--- config.mk ---
export PLATFORM = sky130hd
export DESIGN_NAME = uart_tx_ctrl
export DESIGN_NICKNAME = d
export VERILOG_FILES = /design/src/rtl/uart_tx_ctrl.sv
export SDC_FILE = /design/constraint.sdc
export NUM_CORES = 1
export LEC_CHECK = 0
export CAP_MARGIN = 20
export CORE_MARGIN = 1.5
export CORE_UTILIZATION = 50
export DETAILED_ROUTE_END_ITERATION = 10
export GPL_TIMING_DRIVEN = 1
export PLACE_DENSITY = 0.74
export SETUP_SLACK_MARGIN = 0.02
export SKIP_LAST_GASP = 1
export SYNTH_ARGS = -nofsm -noshare
export SYNTH_HDL_FRONTEND = slang
export SYNTH_SLANG_ARGS = --single-unit
export TNS_END_PERCENT = 5
--- constraint.sdc ---
create_clock -name clk -period 3.3 [get_ports clk]
set_input_delay 0.33 -clock clk [delete_from_list [all_inputs] [get_ports clk]]
set_output_delay 0.33 -clock clk [all_outputs]
set_load 0.02 [all_outputs]
--- src/rtl/uart_tx_ctrl.sv ---
`default_nettype none
// +----------------------------------------------------------------------------+
// | Module      : uart_tx_ctrl                                                 |
// | Description : UART transmit framer (start, LSB-first data, optional parity,|
// |               1-2 stop bits) paced by an external baud tick, with abort.   |
// |               Optional parity bit enabled by defining UART_PARITY_EN.      |
// | Revision    : 1.0 - initial release                                        |
// +----------------------------------------------------------------------------+
module uart_tx_ctrl #(
  parameter int DATA_BITS  = 8,
  parameter int STOP_BITS  = 1,
  parameter int PARITY_ODD = 0
) (
  input  logic                 clk,
  input  logic                 rst_n,
  input  logic [DATA_BITS-1:0] tx_data,
  input  logic                 tx_valid,
  output logic                 tx_ready,
  input  logic                 tx_abort,
  input  logic                 baud_tick,
  output logic                 baud_en,
  output logic                 txd,
  output logic                 busy,
  output logic                 frame_done
);

  localparam int CW = $clog2(DATA_BITS + 1);

  localparam logic [2:0] c_IDLE   = 3'd0;
  localparam logic [2:0] c_START  = 3'd1;
  localparam logic [2:0] c_DATA   = 3'd2;
`ifdef UART_PARITY_EN
  localparam logic [2:0] c_PARITY = 3'd3;
`endif
  localparam logic [2:0] c_STOP   = 3'd4;

  localparam logic [CW-1:0] c_DATA_LAST = CW'(DATA_BITS - 1);
  localparam logic [CW-1:0] c_STOP_LAST = CW'(STOP_BITS - 1);

  if (DATA_BITS < 5 || DATA_BITS > 8 || STOP_BITS < 1 || STOP_BITS > 2 ||
      PARITY_ODD < 0 || PARITY_ODD > 1) begin : g_bad_params
    $error("uart_tx_ctrl: parameter out of legal range");
  end

  logic [2:0]           r_state;
  logic [DATA_BITS-1:0] r_shift;
  logic [CW-1:0]        r_bit_cnt;
  logic [CW-1:0]        r_stop_cnt;
  logic                 r_txd;
  logic                 r_tx_ready;
  logic                 r_baud_en;
  logic                 r_busy;
  logic                 r_frame_done;
`ifdef UART_PARITY_EN
  logic                 r_parity;
`endif

  always_ff @(posedge clk or negedge rst_n) begin
    if (!rst_n) begin
      r_state      <= c_IDLE;
      r_shift      <= '0;
      r_bit_cnt    <= '0;
      r_stop_cnt   <= '0;
      r_txd        <= 1'b1;
      r_tx_ready   <= 1'b1;
      r_baud_en    <= 1'b0;
      r_busy       <= 1'b0;
      r_frame_done <= 1'b0;
`ifdef UART_PARITY_EN
      r_parity     <= 1'b0;
`endif
    end else begin
      r_frame_done <= 1'b0;
      if (r_state == c_IDLE) begin
        // baud_tick and tx_abort carry no meaning here; only an accept moves us
        if (tx_valid) begin
          r_state    <= c_START;
          r_shift    <= tx_data;
          r_bit_cnt  <= '0;
          r_stop_cnt <= '0;
          r_txd      <= 1'b0;
          r_tx_ready <= 1'b0;
          r_baud_en  <= 1'b1;
          r_busy     <= 1'b1;
`ifdef UART_PARITY_EN
          r_parity   <= (^tx_data) ^ 1'(PARITY_ODD);
`endif
        end
      end else if (tx_abort) begin
        r_state    <= c_IDLE;
        r_txd      <= 1'b1;
        r_tx_ready <= 1'b1;
        r_baud_en  <= 1'b0;
        r_busy     <= 1'b0;
      end else if (baud_tick) begin
        case (r_state)
          c_START: begin
            r_state <= c_DATA;
            r_txd   <= r_shift[0];
            r_shift <= r_shift >> 1;
          end
          c_DATA: begin
            if (r_bit_cnt == c_DATA_LAST) begin
`ifdef UART_PARITY_EN
              r_state <= c_PARITY;
              r_txd   <= r_parity;
`else
              r_state <= c_STOP;
              r_txd   <= 1'b1;
`endif
            end else begin
              r_txd     <= r_shift[0];
              r_shift   <= r_shift >> 1;
              r_bit_cnt <= r_bit_cnt + CW'(1);
            end
          end
`ifdef UART_PARITY_EN
          c_PARITY: begin
            r_state <= c_STOP;
            r_txd   <= 1'b1;
          end
`endif
          c_STOP: begin
            if (r_stop_cnt == c_STOP_LAST) begin
              r_state      <= c_IDLE;
              r_frame_done <= 1'b1;
              r_tx_ready   <= 1'b1;
              r_baud_en    <= 1'b0;
              r_busy       <= 1'b0;
            end else begin
              r_stop_cnt <= r_stop_cnt + CW'(1);
            end
          end
          default: begin
            r_state    <= c_IDLE;
            r_txd      <= 1'b1;
            r_tx_ready <= 1'b1;
            r_baud_en  <= 1'b0;
            r_busy     <= 1'b0;
          end
        endcase
      end
    end
  end

  assign txd        = r_txd;
  assign tx_ready   = r_tx_ready;
  assign baud_en    = r_baud_en;
  assign busy       = r_busy;
  assign frame_done = r_frame_done;

endmodule
`default_nettype wire

Word level (Yosys, flattened, before mapping)
Cells that the tools add are included.
{"block": "word_totals", "n_memories": 0, "ff_bits": 23, "mem_bits_rw": 0, "mem_bits_ro": 0, "input_bits": 13, "latch_bits": 0, "word_cells": 83}
{"block": "classes", "n_reduce_logical": 14, "div_mod_pow": 0, "n_bitwise": 0, "shift": 0, "multipliers": 0, "eq_ne": 13, "n_lt_le_gt_ge": 0, "n_mux": 46, "n_addsub": 2}
{"cell": "two-way mux 4 bit", "count": 11}
{"cell": "two-way mux 8 bit", "count": 5}
{"cell": "two-way mux 1 bit", "count": 19}
{"cell": "two-way mux 3 bit", "count": 6}
{"cell": "case mux 8 bit (2 select lines)", "count": 1}
{"cell": "AND reduction 5 bit", "count": 3}
{"cell": "case mux 3 bit (3 select lines)", "count": 1}
{"cell": "adder 4 x 1 -> 4 bit, second input constant", "count": 2}
{"cell": "!= test 4 bit, second input constant", "count": 2}
{"cell": "AND reduction 4 bit", "count": 2}
{"cell": "!= test 2 bit, second input constant", "count": 3}
{"cell": "!= test 3 bit, second input constant", "count": 2}
{"cell": "nonzero test 2 bit", "count": 3}
{"cell": "nonzero test 3 bit", "count": 2}
{"cell": "equality test 4 x 3 -> 1 bit, second input constant", "count": 1}
{"cell": "zero test 4 bit", "count": 1}
{"cell": "case mux 1 bit (2 select lines)", "count": 2}
{"cell": "equality test 3 x 1 -> 1 bit, second input constant", "count": 1}
{"cell": "equality test 3 x 2 -> 1 bit, second input constant", "count": 1}
{"cell": "equality test 3 bit, second input constant", "count": 1}
{"cell": "zero test 3 bit", "count": 1}
{"cell": "!= test 3 x 1 -> 1 bit, second input constant", "count": 1}
{"cell": "case mux 1 bit (3 select lines)", "count": 1}
{"cell": "AND reduction 3 bit", "count": 1}
{"cell": "other kinds (2)", "count": 2}

Logic depth before layout (Yosys ltp)
Gate-level depths: netlist of run 1.
{"block": "logic_depth", "ltp_word": 6, "mapped_depth": 7, "mapped_depth_nobuf": 6}

Worst setup path after synthesis of run 1
Ideal clock, no wire load.
{"block": "synth_timing", "path_kind": "register to register", "from": "reg r_state[0]", "to": "reg r_bit_cnt[3]", "setup_slack_ns": 1.558, "setup_ns": 0.078, "period_less_slack_ns": 1.742, "path_stages_with_launch": 6, "n_path_buf": 1, "arrival_ns": 1.664, "path_cell_list": "dfrtp_1 buf_6 or3b_4 or3_4 or3_1 a21oi_1"}
{"block": "synth_via", "elab_chain_cells": 3, "word_cells_on_any_way": 9}
{"element": "start: declaration", "line": "45", "text": "logic [2:0] r_state;"}
{"element": "start signal: assignment", "line": "60", "text": "r_state <= c_IDLE;"}
{"element": "start signal: assignment", "line": "77", "text": "r_state <= c_START;"}
{"element": "start signal: assignment", "line": "90", "text": "r_state <= c_IDLE;"}
{"element": "equality test 3 x 2 -> 1 bit / zero test 3 bit (equally long branches)", "line": "96, 74"}
{"element": "nonzero test 2 bit (no line), or another cell as far along"}
{"element": "AND reduction 5 bit (no line)"}
{"element": "end signal: assignment", "line": "114", "text": "r_bit_cnt <= r_bit_cnt + CW'(1);"}
{"element": "end: declaration", "line": "47", "text": "logic [CW-1:0] r_bit_cnt;"}
Parallel ways exist; a longest one is shown, timed or not.
A chain may end at the register's enable or synchronous reset.

Worst setup path after layout of run 1
{"block": "layout_timing", "from": "reg r_bit_cnt[0]", "to": "reg r_shift[7]"}
{"block": "layout_via", "elab_chain_cells": 3}
{"element": "equality test 4 x 3 -> 1 bit", "line": "103", "text": "if (r_bit_cnt == c_DATA_LAST) begin"}
{"element": "!= test 3 bit (no line)"}
{"element": "AND reduction 5 bit (no line)"}
{"element": "end signal: assignment", "line": "78", "text": "r_shift <= tx_data;"}
{"element": "end signal: assignment", "line": "100", "text": "r_shift <= r_shift >> 1;"}
{"element": "end signal: assignment", "line": "113", "text": "r_shift <= r_shift >> 1;"}
{"element": "end: declaration", "line": "46", "text": "logic [DATA_BITS-1:0] r_shift;"}
Every way passes these cells.

==> out/metrics.cfg, run 1 <==
[run_status]
status=completed

[clock_network]
cts_htree_levels=1
worst_skew_pair.late_latency_ns=0.31
cts_tree=built
clock_sink_count=23
cts_setup_buffers=0
clk_pin_slew_worst_paths_ns=0.13
tritoncts.num_buffers=3
cts.repair.resized=0
root_buffer=sky130_fd_sc_hd__clkbuf_4
cts_hold_repair.buffers=0
clock_path_buffers=2

[critical_path]
timing.critical_path.slowest_cell_delay_ns=0.77
cp_data_arrival_time_ns=2.34
cp-end-kind=flip-flop
worst-path-max-fanout=16
crit_path_cell_chain=ha_1 -> and3b_1 -> o21ai_1 -> nand2_1 -> a21bo_2
critical-path-slowest-cell=sky130_fd_sc_hd__o21ai_1
cp.required_ns=3.52
worstSetupPathType=reg -> reg
worst_setup_sp_type=flip-flop

[logic_synthesis]
synth-compound-area-share_pct=21.5
synthArstFlopShare_pct=100
syn-cell-area_mm2=0.00131
netlist-cell-type-count=47
post_synth_mux_area_share_pct=6.98
postSynthRegisterBits=23
synthXorXnorAreaFrac_pct=0.669
synth_top_area_share_pct=40.2
yosys_most_used_dff=sky130_fd_sc_hd__dfrtp_1
netlist_top_cells_area=sky130_fd_sc_hd__dfrtp_1 (40%), sky130_fd_sc_hd__mux2i_1 (6.1%), sky130_fd_sc_hd__a21oi_1 (4.2%), sky130_fd_sc_hd__dfstp_2 (4.0%), sky130_fd_sc_hd__a31oi_1 (3.3%)
yosys.area_share.simple_pct=18.8
synth_top_area_cell=sky130_fd_sc_hd__dfrtp_1
synth_enable_flop_cells=0
synthesis.yosys.warnings=0
largest_family_of_logic_cells_by_synthesized_area=compound AO/OA/AOI/OAI gates
yosys.area_share.adder_pct=2.87
post_synth.cell_area_avg_um2=9.77
synthesis.instances=134
mappedNetlistNets=150
sequential_share_of_the_synthesized_area_pct=44.2

[grt]
grt_pass1_wl_um=4030
global_route.overflow_total=0
global_route.usage.met3_pct=3.06
grt_util_met2_pct=33.1
grt.busiest_layer=met2
initial_antenna_violation_count=0
met1_usage_pct=23.4
grt_max_degree=24
vias_in_the_first_global_route=962
grtUsageTotal_pct=19.3

[timing]
holdWs_ns=0.248
grt_setup_unrepaired=false
worstMarginPinSlew_ns=0.984
final-setup-viol-count=0
timing.fmax_ghz=0.471
timing.clock.skew_ns=0.00931
slew_headroom_pct=34.0
post_route_setup_tns_ns=0
finalCriticalPeriod_ns=2.12
finalHoldViolCount=0
timing_max_transition_violations_final=0
period_utilisation_layout_pct=64.3

[detailed_routing]
vias_after_detailed_routing=1064
ant_nets=0
wl_um=2480
drc_violation_total_after_the_first_tritonroute_iteration=8
post-route-drc-count=0
post_drt_wl_per_cell_um=14.0
firstDrtPassIters=4
via_per_inst=6.01

[power_and_ir_drop]
power-per-cell-area_mw_per_mm2=689
combinationalPowerShare_pct=44.7
cell_internal_pwr_mw=0.639
leakage_nw=0.629
share_of_total_power_in_the_clock_network_pct=12.5
netSwitchingPower_mw=0.398
power_frac_seq_pct=42.8
power.ir.vdd_worst_mv=0.513
sw_frac_of_total_pct=38.4

[place]
total_of_buffers_placed_on_input_and_output_ports=17
dp.final_hpwl_um=1810
routability_driven_placement_congestion_ratio=0.833

[layout]
finish.net_count=164
antenna_diode_count=0
mostFrequentLayoutCell=sky130_fd_sc_hd__dfrtp_1
mostFrequentLayoutCells=sky130_fd_sc_hd__dfrtp_1 (21), sky130_fd_sc_hd__clkdlybuf4s50_1 (17), sky130_fd_sc_hd__a21oi_1 (11)
layout-area-overhead-vs-synth_pct=15.0
layout-drive-gt1-share_pct=9.52

[die]
die_height_um=54.2
i_o_pins=18
core.rowCount=18
dieWidth_um=54.2
die_area_mm2=0.00293
floorplan.initialDensity_pct=52.8
placeableCoreArea_mm2=0.00248

[flow_run]
timing.max_cap.violations=0

[min_path]
hp-class=in -> async

path summary, 6_finish.rpt:
path	endpoint	slack [ns]	startpoint	cells past startpoint
hold / removal	r_state[1]	0.25	rst_n	1
min in group clk	tx_ready	0.47	tx_ready	2
setup / recovery	r_shift[7]	1.18	r_bit_cnt[0]	5
max in group asynchronous	txd	2.54	rst_n	2
setup reg to reg	r_shift[7]	1.18	r_bit_cnt[0]	5
hold reg to reg	tx_ready	0.47	tx_ready	2
metal layers:
metal / up-vias / share of wire [%]
met5: - / 0
met4: 0 / 1.7
met3: 7 / 5.2
met2: 31 / 46
met1: 508 / 47
li1: 518 / -
critical path, delay by kind of cell, from the launching register on:
| family | cells | cell delay, ns |
|---|---|---|
| adder cells (fa/ha/maj) | 1 | 0.25 |
| AO/OA/AOI/OAI | 2 | 1.01 |
| AND/OR/NAND/NOR | 2 | 0.34 |
| flip-flops | 1 | 0.44 |
cell usage after synthesis (all sizes together), types with 2 or more instances:
cell type  instances
a21oi             11
a22o               3
a31oi              7
buf                6
clkbuf             3
dfrtp             21
dfstp              2
ha                 3
inv                3
mux2i              8
nand2              7
nand2b             3
nand3              7
nand3b             2
nor2              10
nor4               2
o21a               2
o21ai              9
or3                3
registers in the layout (all words and copies together) (netlist names):
name,cells
r_shift,8
r_bit_cnt,4
r_stop_cnt,4
r_state,3
busy,1
frame_done,1
tx_ready,1
txd,1
power by group through the flow:
stage	logic, mW	clock network [mW]	registers (mW)
3_3_place_gp	0.458	0	0.443
5_1_grt	0.516	0.147	0.455
3_5_place_dp	0.467	0	0.449
2_1_floorplan	0.372	0	0.444
6_report	0.464	0.129	0.444
4_1_cts	0.469	0.136	0.443
cell type report:
class | instances | area [um2]
clock buffer | 3 | 22.5
tap | 30 | 37.5
sequential | 23 | 578
multi-input combinational | 99 | 666
fill | 220 | 972
clock inverter | 1 | 5.00
timing repair buffer | 18 | 185
inverter | 3 | 11.3
logic make-up after synthesis:
| group | Yosys count |
|---|---|
| and+or+nand+nor | 44 |
| AOI/OAI and AO/OA | 42 |
| DFF | 23 |
| buffers and inverters | 12 |
| muxes | 9 |
| adders and majority gates | 3 |
| xor gates and xnor gates | 1 |
through the flow:
stage                     total power, mW  area (um2)  cells  util, %  setup slack [ns]
after global placement              0.901        1460    172     59.0              1.18
after detailed placement            0.916        1460    172     59.0              1.15
final                                1.04        1510    177     60.8              1.18
after floorplan                     0.817        1310    134        -              1.56
after global routing                 1.12        1510    177     60.8             0.991
after CTS                            1.05        1490    176     60.2              1.18
(Power assumes the default switching activity.)
==> run 2, diff against run 1 <==
==> constraint.sdc (replaced) <==
create_clock -name clk -period 2.04 [get_ports clk]
set_input_delay 0.204 -clock clk [delete_from_list [all_inputs] [get_ports clk]]
set_output_delay 0.204 -clock clk [all_outputs]
set_load 0.02 [all_outputs]
==> run 2 against run 1 <==
Count of clock-buffer cells in the layout up 1. Via count up 2.0%. Die area unchanged. First-iteration DRC count rose to 3.3 times the previous value.
==> out/metrics.cfg, run 2 (same netlist as run 1, synthesis figures left out) <==
[run_status]
status=completed  ; unchanged

[detailed_routing]
vias_after_detailed_routing=1085  ; was 1064
via_per_inst=5.93  ; was 6.01
met3RoutedLength_um=99  ; was 129 um
firstDrtPassIters=4  ; unchanged
post_drt_wl_per_cell_um=14.4  ; was 14.0 um
post-route-drc-count=0  ; unchanged
met2_length_um=1280  ; was 1150 um
ant_nets=0  ; unchanged
wl_met1_um=1220  ; was 1160 um
wl_um=2640  ; was 2480 um
uppermost_layer_routed=met4  ; unchanged
drc_violation_total_after_the_first_tritonroute_iteration=26  ; was 8

[layout]
layout_top_registers=r_shift: 8 flops, r_bit_cnt: 4 flops, r_stop_cnt: 4 flops  ; unchanged
largest_reg_flops=8  ; unchanged
fillerInstances=227  ; was 220
layout-area-overhead-vs-synth_pct=18.2  ; was 15.0%
finish.utilization_pct=62.4  ; was 60.8%
finish.net_count=170  ; was 164
antenna_diode_count=0  ; unchanged
mostFrequentLayoutCells=sky130_fd_sc_hd__dfrtp_1 (21), sky130_fd_sc_hd__clkdlybuf4s50_1 (17), sky130_fd_sc_hd__a21oi_1 (11)  ; unchanged
mostFrequentLayoutCell=sky130_fd_sc_hd__dfrtp_1  ; unchanged
regMostFlops=r_shift  ; unchanged
layout-drive-gt1-share_pct=13.1  ; was 9.52%
finalInstanceArea_mm2=0.00155  ; was 0.00151 mm2
post_route_insts_no_fill=183  ; was 177

[clock_network]
clock_sink_count=23  ; unchanged
tritoncts.num_buffers=3  ; unchanged
clk_pin_slew_worst_paths_ns=0.13  ; about the same
worst_skew_pair.late_latency_ns=0.31  ; about the same
cts_htree_levels=1  ; unchanged
cts_setup_buffers=0  ; unchanged
root_buffer=sky130_fd_sc_hd__clkbuf_4  ; unchanged
cts_tree=built  ; unchanged
clock_path_buffers=2  ; unchanged

[die]
core.rowCount=18  ; unchanged
dieWidth_um=54.2  ; unchanged
floorplan.initialDensity_pct=52.8  ; unchanged
die_area_mm2=0.00293  ; unchanged
die_height_um=54.2  ; unchanged
placeableCoreArea_mm2=0.00248  ; unchanged
i_o_pins=18  ; unchanged

[critical_path]
worstSetupPathType=reg -> reg  ; unchanged
worst-path-max-fanout=5  ; was 16
cp-end-kind=flip-flop  ; unchanged
cp_data_arrival_time_ns=2.11  ; was 2.34 ns
worst_setup_sp_type=flip-flop  ; unchanged
cp.required_ns=2.29  ; was 3.52 ns

[grt]
vias_in_the_first_global_route=1016  ; was 962
grt_pass1_wl_um=4520  ; was 4030 um
grt_max_degree=24  ; unchanged
grtUsageTotal_pct=21.4  ; was 19.3%
initial_antenna_violation_count=0  ; unchanged
global_route.overflow_total=0  ; unchanged

[timing]
finalCriticalPeriod_ns=1.86  ; was 2.12 ns
final-setup-viol-count=0  ; unchanged
timing.fmax_ghz=0.537  ; was 0.471 GHz
timing.clock.skew_ns=0.00659  ; was 0.00931 ns
grt_setup_unrepaired=false  ; unchanged
worstMarginPinSlew_ns=0.403  ; was 0.984 ns
period_utilisation_layout_pct=91.3  ; was 64.3%
post_route_setup_tns_ns=0  ; unchanged
final_critical_path_setup_slack_ns=0.177  ; was 1.18 ns
finalHoldViolCount=0  ; unchanged
slew_headroom_pct=72.9  ; was 34.0%
timing_max_transition_violations_final=0  ; unchanged
holdWs_ns=0.222  ; was 0.248 ns

[power_and_ir_drop]
power-per-cell-area_mw_per_mm2=1120  ; was 689 mW/mm2
power.ir.vdd_worst_mv=0.710  ; was 0.513 mV
total_power_mw=1.73  ; was 1.04 mW
leakage_nw=0.655  ; was 0.629 nW

[place]
pre_cts_ws_ns=0.191  ; was 1.15 ns
place_area_mm2=0.00152  ; was 0.00146 mm2
dp.cells=179  ; was 172
total_of_buffers_placed_on_input_and_output_ports=17  ; unchanged
routability_driven_placement_congestion_ratio=0.816  ; was 0.833

[flow_run]
timing.max_cap.violations=0  ; unchanged

[min_path]
hp-class=in -> async  ; unchanged

[run 2: final timing paths]
path,startpoint,to,slack [ns],depth (start not counted)
hold reg to reg,tx_ready,tx_ready,0.48,2
min in group clk,tx_ready,tx_ready,0.48,2
hold / removal,rst_n,r_state[2],0.22,2
setup / recovery,r_bit_cnt[0],r_bit_cnt[3],0.18,5
setup reg to reg,r_bit_cnt[0],r_bit_cnt[3],0.18,5
max in group asynchronous,rst_n,txd,1.53,2
[run 2: metal layers]
layer / vias to the layer above / GRT usage (%)
li1: 532 / -
met1: 523 / 29.6
met2: 26 / 33.7
met3: 4 / 2.50
met4: 0 / 8.75
met5: - / 0
[run 2: report_power, final]
part	switching [mW]	total [mW]	internal, mW
registers	0.111	0.718	0.607
logic	0.411	0.797	0.386
clock network	0.137	0.213	0.0764
total	0.659	1.73	1.07
[run 2: worst max-delay path, cell delays in order, from the launching register on]
cell and delay, ns:
sky130_fd_sc_hd__dfrtp_1 0.43, sky130_fd_sc_hd__ha_1 0.25, sky130_fd_sc_hd__and3b_1 0.23, sky130_fd_sc_hd__or3_4 0.40, sky130_fd_sc_hd__or3_1 0.36, sky130_fd_sc_hd__a21oi_1 0.13
[run 2: final cells by class]
class,instances,area [um2],share of cell area (%)
timing repair buffer,24,223,14.4
inverter,3,11.3,0.728
clock buffer,4,26.3,1.70
multi-input combinational,99,671,43.4
tap,30,37.5,2.43
sequential,23,578,37.4
[run 2: repair_timing]
action	CTS	global route
hold buffers	0	0
setup endpoints to repair	0	2
resized for setup	0	1
